File: src/rtl/keypad_event_fifo.sv
// Keypad event generator with typematic auto-repeat feeding a small
// first-word-fall-through queue that the CPU drains with pop.
module keypad_event_fifo #(
  parameter int          ADDR_W       = 3,
  parameter logic [23:0] REPEAT_DELAY = 24'd5000000,
  parameter logic [23:0] REPEAT_RATE  = 24'd1000000,
  parameter int          CNT_W        = 24
) (
  input  logic              clk,
  input  logic              rst,
  input  logic [4:0]        keyCode,
  input  logic              ready,
  input  logic              pop,
  input  logic              clr_ovf,
  output logic [4:0]        data,
  output logic              empty,
  output logic              full,
  output logic [ADDR_W:0]   count,
  output logic              overflow
);

  localparam int             DEPTH       = 1 << ADDR_W;
  localparam logic [ADDR_W:0] DEPTH_C    = {1'b1, {ADDR_W{1'b0}}};
  localparam logic [CNT_W-1:0] DELAY_LAST_C = CNT_W'(REPEAT_DELAY - 24'd1);
  localparam logic [CNT_W-1:0] RATE_LAST_C  = CNT_W'(REPEAT_RATE - 24'd1);
  localparam logic           DELAY_ON_C  = (REPEAT_DELAY != 24'd0);

  typedef enum logic [1:0] {
    IDLE   = 2'd0,
    HOLD   = 2'd1,
    REPEAT = 2'd2
  } state_t;

  state_t            state_r, state_nxt_s;
  logic              ready_d_r;
  logic [CNT_W-1:0]  timer_r, timer_nxt_s;
  logic [4:0]        held_code_r, held_code_nxt_s;
  logic              push_s;
  logic [4:0]        push_data_s;
  logic              press_s, code_valid_s, code_change_s;

  logic [4:0]        mem_r [DEPTH];
  logic [ADDR_W-1:0] wr_ptr_r, rd_ptr_r;
  logic [ADDR_W:0]   count_r;
  logic              overflow_r;
  logic              do_pop_s, do_push_s, drop_s;

  assign press_s       = ready & ~ready_d_r;
  assign code_valid_s  = (keyCode[4:2] != 3'h7);
  assign code_change_s = ready & code_valid_s & (keyCode != held_code_r);

  // Event FSM: decides when to push and what code to push.
  always_comb begin
    state_nxt_s     = state_r;
    timer_nxt_s     = timer_r;
    held_code_nxt_s = held_code_r;
    push_s          = 1'b0;
    push_data_s     = held_code_r;
    case (state_r)
      IDLE: begin
        if (press_s && code_valid_s) begin
          push_s          = 1'b1;
          push_data_s     = keyCode;
          held_code_nxt_s = keyCode;
          timer_nxt_s     = '0;
          state_nxt_s     = HOLD;
        end else begin
          state_nxt_s = IDLE;
        end
      end
      HOLD, REPEAT: begin
        // Release beats any repeat due in the same cycle.
        if (!ready) begin
          state_nxt_s = IDLE;
          timer_nxt_s = '0;
        end else if (code_change_s) begin
          push_s          = 1'b1;
          push_data_s     = keyCode;
          held_code_nxt_s = keyCode;
          timer_nxt_s     = '0;
          state_nxt_s     = HOLD;
        end else if (state_r == HOLD && DELAY_ON_C && timer_r == DELAY_LAST_C) begin
          push_s      = 1'b1;
          timer_nxt_s = '0;
          state_nxt_s = REPEAT;
        end else if (state_r == REPEAT && timer_r == RATE_LAST_C) begin
          push_s      = 1'b1;
          timer_nxt_s = '0;
        end else begin
          timer_nxt_s = timer_r + {{(CNT_W-1){1'b0}}, 1'b1};
        end
      end
      default: begin
        state_nxt_s = IDLE;
        timer_nxt_s = '0;
      end
    endcase
  end

  // FSM state, repeat timer, held code and ready edge history.
  always_ff @(posedge clk) begin
    if (rst) begin
      state_r     <= IDLE;
      timer_r     <= '0;
      held_code_r <= 5'h00;
      ready_d_r   <= 1'b1;
    end else begin
      state_r     <= state_nxt_s;
      timer_r     <= timer_nxt_s;
      held_code_r <= held_code_nxt_s;
      ready_d_r   <= ready;
    end
  end

  // A pop frees a slot, so a push into a full queue still lands.
  assign do_pop_s  = pop & (count_r != '0);
  assign do_push_s = push_s & ((count_r != DEPTH_C) | do_pop_s);
  assign drop_s    = push_s & (count_r == DEPTH_C) & ~do_pop_s;

  // Queue storage, pointers, occupancy and sticky overflow.
  always_ff @(posedge clk) begin
    if (rst) begin
      for (int i = 0; i < DEPTH; i++) begin
        mem_r[i] <= 5'h00;
      end
      wr_ptr_r   <= '0;
      rd_ptr_r   <= '0;
      count_r    <= '0;
      overflow_r <= 1'b0;
    end else begin
      if (do_push_s) begin
        mem_r[wr_ptr_r] <= push_data_s;
        wr_ptr_r        <= wr_ptr_r + {{(ADDR_W-1){1'b0}}, 1'b1};
      end
      if (do_pop_s) begin
        rd_ptr_r <= rd_ptr_r + {{(ADDR_W-1){1'b0}}, 1'b1};
      end
      case ({do_push_s, do_pop_s})
        2'b10:   count_r <= count_r + {{ADDR_W{1'b0}}, 1'b1};
        2'b01:   count_r <= count_r - {{ADDR_W{1'b0}}, 1'b1};
        default: count_r <= count_r;
      endcase
      if (drop_s) begin
        overflow_r <= 1'b1;
      end else if (clr_ovf) begin
        overflow_r <= 1'b0;
      end else begin
        overflow_r <= overflow_r;
      end
    end
  end

  assign data     = mem_r[rd_ptr_r];
  assign empty    = (count_r == '0);
  assign full     = (count_r == DEPTH_C);
  assign count    = count_r;
  assign overflow = overflow_r;

endmodule

File: config.mk
export PLATFORM = sky130hd
export DESIGN_NAME = keypad_event_fifo
export DESIGN_NICKNAME = d
export VERILOG_FILES = /design/src/rtl/keypad_event_fifo.sv
export SDC_FILE = /design/constraint.sdc
export NUM_CORES = 1
export LEC_CHECK = 0
export CAP_MARGIN = 5
export CORE_MARGIN = 2
export CORE_UTILIZATION = 63
export CTS_BUF_LIST = sky130_fd_sc_hd__clkbuf_4
export CTS_CLUSTER_DIAMETER = 80
export DETAILED_ROUTE_END_ITERATION = 8
export PLACE_DENSITY_LB_ADDON = 0.25
export SYNTH_ARGS = -nofsm -noshare
export SYNTH_HDL_FRONTEND = slang
export SYNTH_SLANG_ARGS = --single-unit
File: constraint.sdc
create_clock -name clk -period 6.9 [get_ports clk]
set_input_delay 1.725 -clock clk [delete_from_list [all_inputs] [get_ports clk]]
set_output_delay 1.725 -clock clk [all_outputs]
set_load 0.02 [all_outputs]
==> flow_metrics.tcl <==
set metrics [dict create \
    status "completed" \
    num_rows 29 \
    die_h_microns 86.0 \
    synth.most_common_cell "nor2_1" \
    crit_arrival_ns 4.74 \
    p_leak_nw 1.58 \
    synth_top_cell_by_area "edfxtp_1" \
    max_freq_mhz 227 \
    ctsResizeCount 0 \
    fin_nets 439 \
    grt_usage 0.240 \
    pre_cts_ws_ns 2.04 \
    drt_wl_total_mm 8.21 \
    layout.cells.non_filler 501 \
    cts_setup_buffers 0 \
    cts_max_level 3 \
    grt_remaining_overflow 0 \
    r2r_cells 10 \
    die_w_microns 86.0 \
    place_congestion 0.958 \
    synth_nets 421 \
    start_util 0.659 \
    cts_sinks 86 \
    antenna_cells 0 \
    postCtsHoldBufs 0 \
    r2r-end "count[3]$_SDFFE_PP0P_" \
    irDropWorstVdd_mv 0.211 \
    clk_latency_ns 0.44 \
    grt_pass1_wl_mm 14.0 \
    core_sq_um 6420 \
    clockRootBuffer "clkbuf_4" \
    ys_top_cells_by_count "nor2_1, dfxtp_1, edfxtp_1, nand2_1, nor3_1" \
    hold_path_class "register to register" \
    synth_top_area_frac 0.284 \
    crit_type "input port to register" \
    rrSetupSlack_ns 3.40 \
    cts_made_buffers 9 \
    crit_end "count[3]$_SDFFE_PP0P_" \
    ys.flop_type "dfxtp_1" \
    drive_above_1_share 0.108 \
    synthToLayoutAreaGrowth_pct 8.66 \
    antenna_found_initial 0 \
    drc_errors 0 \
    n_fill_cell 463 \
    skew_ns 0.0183 \
    place.detailed.hpwl_mm 5.90 \
    cp-end-kind "register" \
    cts.clk_slew.worst_paths_ns 0.14 \
    setup_viol 0 \
    via_per_inst 6.08 \
    hold_viol_final 0 \
    worst_slack_ns 2.49 \
    grt_max_degree 27 \
    wl_per_cell_microns 16.4 \
    tightest_slew_ns 1.01 \
    synth_edf_count 40 \
    synth-seq-cells 86 \
    synthesis.area_sq_um 4240 \
    place_inst 485 \
    cap_violations 0 \
    pwr_density_cell_nw_per_um2 246 \
    clock_path_buffers 2 \
    syn_avg_cell_area_sq_um 10.6 \
    critical_path.max_fanout 9 \
    ys.warnings.count 0 \
    first_iter_violations 226 \
    r2r_start "timer_r[10]$_SDFFE_PP0P_" \
    ios 22 \
    synthDistinctLibCells 58 \
    vias 3048 \
    finalCriticalPeriod_ns 4.41 \
    critical_path.startpoint "keyCode[4]" \
    max_slew_margin 0.324 \
    die_area_sq_um 7390 \
    synth.area.top_cells "edfxtp_1, dfxtp_1, mux4_2" \
    async_reset_ff_frac 0 \
    finalCritPeriodShare 0.639 \
    required_ns 7.24 \
    syn-instance-count 401 \
    yosysSeqAreaShare 0.501 \
    rsz0062_at_grt "false" \
    grt_pass1_vias 2943 \
    report.final.slew_viol_count 0 \
    dr.pass1.iters 5 \
    critPathLaunchType "input port" \
    postRouteAntennaNets 0 \
    cts_tree "done" \
    io_buffers 21 \
    fin_setup_tns_ns 0 \
]
==> area by class of cell <==
| cell class | count | area (sq um) | share of cell area |
|---|---|---|---|
| Inverter | 13 | 48.8 | 0.0106 |
| Clock buffer | 9 | 67.6 | 0.0147 |
| Timing Repair Buffer | 22 | 218 | 0.0473 |
| Tap cell | 77 | 96.3 | 0.0209 |
| Sequential cell | 86 | 2120 | 0.461 |
| Multi-Input combinational cell | 287 | 1990 | 0.433 |
| Clock inverter | 7 | 56.3 | 0.0122 |
==> logic make-up after synthesis <==
| logic type | count (synthesis) | share of synthesized area |
|---|---|---|
| AND/OR/NAND/NOR | 178 | 0.223 |
| buffers and inverters | 28 | 0.0284 |
| AO/OA/AOI/OAI | 51 | 0.0795 |
| flip-flops | 86 | 0.501 |
| multiplexers | 21 | 0.0809 |
| adder cells (fa/ha/maj) | 10 | 0.0313 |
| XOR/XNOR | 27 | 0.0558 |
==> cells in the final DEF (no fill, tap or decap), types with 8 or more instances in the layout <==
cell type and count:
xor2_1 18, mux4_2 10, xnor2_1 9, nand2_1 21, nand3_1 11, clkbuf_4 9, o21ai_0 11, or3_1 8
dfxtp_1 46, clkdlybuf4s50_1 21, edfxtp_1 40, nor2b_1 13, nor3_1 21, a21oi_1 13, nand4_1 8, inv_1 12
nor2_1 59, ha_1 9
==> worst max-delay path, cell delays in order <==
cell             delay, ns
clkdlybuf4s50_1       0.48
xor2_1                0.19
nor3_1                0.30
a211oi_1              0.13
buf_4                 0.19
or3_1                 0.49
inv_1                 0.13
ha_1                  0.23
a21o_1                0.17
a21oi_1               0.17
mux2i_1               0.21
mux2_1                0.33
==> through the flow <==
stage | util | instance area, sq um | hold slack, ns | power, mW
after floorplan | - | 4240 | 0.459 | 0.790
after global placement | 0.697 | 4480 | 0.463 | 0.872
after detailed placement | 0.697 | 4480 | 0.471 | 0.882
after CTS | 0.717 | 4600 | 0.491 | 1.14
after global routing | 0.717 | 4600 | 0.527 | 1.18
final | 0.717 | 4600 | 0.501 | 1.13
==> state kept, by name, summed over array words and instances, names as in the netlist, named ones only <==
| name | flops |
|---|---|
| wr_ptr_r | 3 |
| count | 4 |
| state_r | 2 |
| held_code_r | 5 |
| rd_ptr_r | 3 |
| ready_d_r | 1 |
| timer_r | 24 |
| overflow | 1 |
| mem_r | 40 |
==> routing by layer <==
layer,track usage,vias to the layer above,part of all wire
met1,0.326,1444,0.46
met5,0,-,0
met4,0.114,0,0.020
met2,0.380,91,0.47
met3,0.0375,16,0.047
li1,-,1497,-
==> power breakdown <==
group          internal, mW  leakage [nW]  switching [mW]
combinational         0.135         0.726           0.137
sequential            0.559         0.785          0.0372
clock                0.0787        0.0687           0.185
==> how the worst min path moves through the flow <==
stage,to,from,cells after the start
4_1_cts,overflow$_SDFFE_PP0P_,overflow$_SDFFE_PP0P_,2
5_1_grt,overflow$_SDFFE_PP0P_,overflow$_SDFFE_PP0P_,2
3_3_place_gp,overflow$_SDFFE_PP0P_,overflow$_SDFFE_PP0P_,2
3_5_place_dp,overflow$_SDFFE_PP0P_,overflow$_SDFFE_PP0P_,2
2_1_floorplan,register,rd_ptr_r[2]$_SDFFE_PP0P_,2
6_report,overflow$_SDFFE_PP0P_,overflow$_SDFFE_PP0P_,2
(Power assumes the default switching activity.)
